==> src/rtl/pc_sequencer.sv <==
// Program counter and instruction-fetch sequencer: next-PC selection, req/ack fetch handshake, accepted-fetch counter.
// Optional misaligned-redirect trap enabled by defining PC_ALIGN_CHECK_EN.
module pc_sequencer #(
  parameter logic [15:0] RESET_VEC = 16'h0000,
  parameter logic [15:0] TRAP_VEC  = 16'h0010,
  parameter int unsigned INC       = 2
) (
  input  logic        clk,
  input  logic        rst,
  output logic [15:0] pc_out,
  output logic        fetch_req,
  input  logic        fetch_ack,
  input  logic        stall,
  input  logic        br_taken,
  input  logic [15:0] br_target,
  input  logic        jmp_en,
  input  logic [15:0] jmp_target,
  input  logic        halt,
  input  logic        resume,
  output logic [15:0] fetch_count,
  output logic        misalign_err
);

  localparam logic [15:0] INC_W = 16'(INC);

  typedef enum logic [1:0] {
    S_BOOT,
    S_REQ,
    S_HOLD,
    S_HALTED
  } state_e;

  state_e      state_q, state_d;
  logic [15:0] pc_q, pc_d;
  logic [15:0] cnt_q, cnt_d;
  logic        req_q, req_d;
  logic        err_q, err_d;

  logic        redir;
  logic [15:0] redir_tgt;
  logic        accept;

  assign redir     = jmp_en | br_taken;
  assign redir_tgt = jmp_en ? jmp_target : br_target;
  assign accept    = req_q & fetch_ack;

`ifndef PC_ALIGN_CHECK_EN
  logic unused_trap_vec;
  assign unused_trap_vec = ^TRAP_VEC;
`endif

  always_comb begin
    state_d = state_q;
    pc_d    = pc_q;
    cnt_d   = cnt_q;
    err_d   = 1'b0;

    case (state_q)
      S_BOOT:   state_d = S_REQ;
      S_REQ: begin
        if (halt)       state_d = S_HALTED;
        else if (stall) state_d = S_HOLD;
      end
      S_HOLD: begin
        if (halt)        state_d = S_HALTED;
        else if (!stall) state_d = S_REQ;
      end
      S_HALTED: begin
        if (resume && !halt) state_d = S_REQ;
      end
      default:  state_d = S_BOOT;
    endcase

    // BOOT performs no fetch and ignores redirects; every other state evaluates next-PC.
    if (state_q != S_BOOT) begin
      if (accept) cnt_d = cnt_q + 16'd1;
      if (redir) begin
`ifdef PC_ALIGN_CHECK_EN
        if (redir_tgt[0]) begin
          pc_d  = TRAP_VEC;
          err_d = 1'b1;
        end else begin
          pc_d = redir_tgt;
        end
`else
        pc_d = {redir_tgt[15:1], 1'b0};
`endif
      end else if (accept) begin
        pc_d = pc_q + INC_W;
      end
    end

    req_d = (state_d == S_REQ);
  end

  always_ff @(posedge clk) begin
    if (rst) begin
      state_q <= S_BOOT;
      pc_q    <= RESET_VEC;
      cnt_q   <= 16'd0;
      req_q   <= 1'b0;
      err_q   <= 1'b0;
    end else begin
      state_q <= state_d;
      pc_q    <= pc_d;
      cnt_q   <= cnt_d;
      req_q   <= req_d;
      err_q   <= err_d;
    end
  end

  assign pc_out       = pc_q;
  assign fetch_req    = req_q;
  assign fetch_count  = cnt_q;
  assign misalign_err = err_q;

endmodule

==> config.mk <==
export PLATFORM = sky130hd
export DESIGN_NAME = pc_sequencer
export DESIGN_NICKNAME = d
export VERILOG_FILES = /design/src/rtl/pc_sequencer.sv
export SDC_FILE = /design/constraint.sdc
export NUM_CORES = 1
export LEC_CHECK = 0
export ABC_CLOCK_PERIOD_IN_PS = 2050
export CELL_PAD_IN_SITES_DETAIL_PLACEMENT = 0
export CELL_PAD_IN_SITES_GLOBAL_PLACEMENT = 1
export CORE_MARGIN = 2
export CORE_UTILIZATION = 31
export DETAILED_ROUTE_END_ITERATION = 10
export HOLD_SLACK_MARGIN = 0.02
export PLACE_DENSITY_LB_ADDON = 0.1
export SYNTH_ARGS = -nofsm -noshare
export SYNTH_HDL_FRONTEND = slang
export SYNTH_SLANG_ARGS = --single-unit
==> constraint.sdc <==
create_clock -name clk -period 2.05 [get_ports clk]
set_clock_uncertainty 0.15 [all_clocks]
set_input_delay 0.41 -clock clk [delete_from_list [all_inputs] [get_ports clk]]
set_output_delay 0.41 -clock clk [all_outputs]
set_load 0.01 [all_outputs]
==> results.yml <==
route:
  dr.pass1.iters: 4
  drc: 0
  first_iter_violations: 109
  routed_via_density: 5.36
  vias: 2220
  ant_nets: 0
  wirelength_um: 5930
  wl_per_cell_um: 14.3
critical_path:
  setup.worst_path.start_class: "flop"
  cp.required_ns: 1.49
  max_stage_delay_ns: 0.53
  cp-end-kind: "output pin"
  r2r_slack_ns: 0.16
  rr_worst_depth: 5
  cp-startpoint: "fetch_count[3]"
  endpoint: "fetch_count[3]"
  critPathKind: "flop to output pin"
  r2r-start: "fetch_count[1]"
  r2r-end: "fetch_count[14]"
  slowest_stage: "clkdlybuf4s50_1"
  crit_chain: "buf_4 > clkdlybuf4s50_1"
  arrival_ns: 1.40
  crit_fanout: 6
timing:
  drv_slew: 0
  hold_viol: 0
  post-route-min-period_ns: 1.96
  post-route-period-util: 0.958
  setup_ws_ns: 0.0861
  grt_setup_unrepaired: "no"
  setup_tns_ns: 0
  fmaxAchievable_ghz: 0.509
  final-setup-viol-count: 0
global_routing:
  grt_pass1_vias: 1991
  grt_start_max_net_pins: 23
  gr-usage-all-layers: 0.174
  grt_pass1_wl_um: 9820
  grt_overflow: 0
  antenna_found_initial: 0
clock_tree:
  clk_pin_slew_worst_paths_ns: 0.07
  cts_tree: "built"
  cts-resized-gates: 0
  clock_latency_ns: 0.29
  cts_buffers: 5
  max-clock-path-buffers: 2
  cts_sinks: 34
  htree_levels: 2
  clock-root-buffer: "clkbuf_8"
  holdBufCountCts: 0
  post_cts_buffers: 0
power:
  clkPwrFrac: 0.327
  irDropWorstVdd_uv: 235
  power.leakage_nw: 1.09
  powerDensity_nw_per_um2: 536
  seqPwrFrac: 0.454
  p_comb_frac: 0.218
  p_int_w: 0.00116
  p_sw_frac: 0.274
  p_sw_w: 0.000440
synthesis:
  avgSynthCellArea_um2: 7.93
  ys_seq_elements: 34
  yosys_warnings: 0
  synthesis.area_um2: 1930
  synth-edff-count: 0
  synth_flop_cell: "dfxtp_1"
  synthCells: 243
  synth_cell_type_count: 48
  synth-async-reset-ratio: 0
  yosysSeqAreaShare: 0.353
outcome:
  status: "completed"
finish:
  design_area_um2: 2990
  fillers: 624
  fin_nets: 380
  syn_to_final_growth_pct: 55.1
  utilization: 0.502
  n_antenna_cell: 0
  drive_gt1_frac: 0.139
floorplanning:
  die_w_um: 82.8
  die_area_um2: 6860
  io_pins: 74
  num_rows: 28
  die_h_um: 82.8
  fp.coreArea_um2: 5960
  start_util: 0.324
placed_design:
  routabilityCongestion: 0.870
  place_area_um2: 2890
  portBuffers: 69
  dp_worst_setup_slack_ns: -0.269
  place.detailed.hpwl_um: 4480
hold_path:
  hp-class: "flop to flop"
  holdPathStages: 2
flow_run:
  maxCapViolations: 0
synthesized netlist by cell type, types with 2 or more instances:
master / instances / area share
nor2_1: 21 / 0.041
a31o_2: 2 / 0.0091
o22ai_1: 2 / 0.0065
o21a_1: 3 / 0.012
or2_2: 2 / 0.0065
a31oi_1: 4 / 0.013
o211ai_1: 2 / 0.0078
a222oi_1: 3 / 0.016
xnor2_1: 4 / 0.018
nand3_1: 11 / 0.029
o31a_1: 2 / 0.0091
inv_1: 8 / 0.016
and3_1: 4 / 0.013
o21ai_0: 13 / 0.034
nand2_1: 21 / 0.041
or4_1: 4 / 0.016
or3_1: 3 / 0.0097
a22o_1: 5 / 0.023
and2_1: 3 / 0.0097
buf_4: 2 / 0.0078
a22oi_1: 4 / 0.016
a21oi_1: 22 / 0.057
dfxtp_1: 34 / 0.35
nor4_1: 4 / 0.013
ha_1: 2 / 0.013
clkbuf_1: 10 / 0.019
o32ai_1: 4 / 0.018
nand2b_1: 2 / 0.0065
o31ai_1: 2 / 0.0078
xor2_1: 5 / 0.023
nor3_1: 7 / 0.018
nor4b_1: 2 / 0.0091
and4_1: 3 / 0.014
nand4_1: 9 / 0.029
kinds of logic after synthesis:
logic type      after synthesis  share of synthesized area
fa+ha+maj                     2                     0.0130
other cells                   1                    0.00195
mux                           2                     0.0110
compound gates               75                      0.269
flops                        34                      0.353
xor+xnor                      9                     0.0409
simple gates                 98                      0.264
buf+inv                      22                     0.0474
metrics by stage:
step           power, W  instances  hold slack, ns
2_1_floorplan  0.000887        244           0.346
3_3_place_gp    0.00109        406           0.313
3_5_place_dp    0.00109        406           0.335
4_1_cts         0.00162        414           0.344
5_1_grt         0.00170        414           0.361
6_report        0.00160        414           0.335
cell type report:
class                      instances  area [um2]  area share
sequential                        34         681       0.228
multi-input combinational        188        1160       0.388
inverter                           8        30.0      0.0101
timing repair buffer             101         933       0.312
clock buffer                       7        86.3      0.0289
clock inverter                     1        5.00     0.00168
tap                               75        93.8      0.0314
layer usage:
| metal | vias to the layer above | GRT usage | share of wire |
|---|---|---|---|
| met5 | - | 0 | 0 |
| met4 | 0 | 0.0402 | 0.0096 |
| met3 | 5 | 0.0477 | 0.069 |
| met2 | 71 | 0.258 | 0.43 |
| met1 | 1038 | 0.251 | 0.49 |
| li1 | 1106 | - | - |
power by group through the flow:
stage          clock (W)  combinational, W  sequential (W)
2_1_floorplan          0          0.000137        0.000750
3_3_place_gp           0          0.000351        0.000742
3_5_place_dp           0          0.000352        0.000742
4_1_cts         0.000542          0.000353        0.000727
5_1_grt         0.000584          0.000382        0.000734
6_report        0.000525          0.000350        0.000728
registers in the layout, summed over array words and instances (netlist names):
signal       count
fetch_req        1
pc_out          15
state_q          2
fetch_count     16
cells in the final DEF (no fill, tap or decap), drive strengths merged, types with 4 or more instances in the layout:
master	n
nand4	9
or3	4
a31oi	4
nor2	21
clkdlybuf4s50	68
dfxtp	34
a21oi	22
a22oi	4
or4	4
o21ai	13
a22o	5
inv	8
nand2	21
clkbuf	7
nor3	7
and3	4
xnor2	4
buf	32
nand3	11
o32ai	4
xor2	5
nor4	4
worst min path at each step:
stage	start	end	slack, ns
2_1_floorplan	fetch_count[15]	fetch_count[15]	0.35
3_3_place_gp	fetch_count[15]	fetch_count[15]	0.31
3_5_place_dp	fetch_count[15]	fetch_count[15]	0.33
4_1_cts	fetch_count[15]	fetch_count[15]	0.34
5_1_grt	fetch_count[15]	fetch_count[15]	0.36
6_report	fetch_count[15]	fetch_count[15]	0.34
worst max-delay path, delay by kind of cell, from the launching register on:
kind	cells	cell delay, ns
buf+inv	2	0.69
flops	1	0.43
Note: power is estimated with default switching activity, not from simulation.
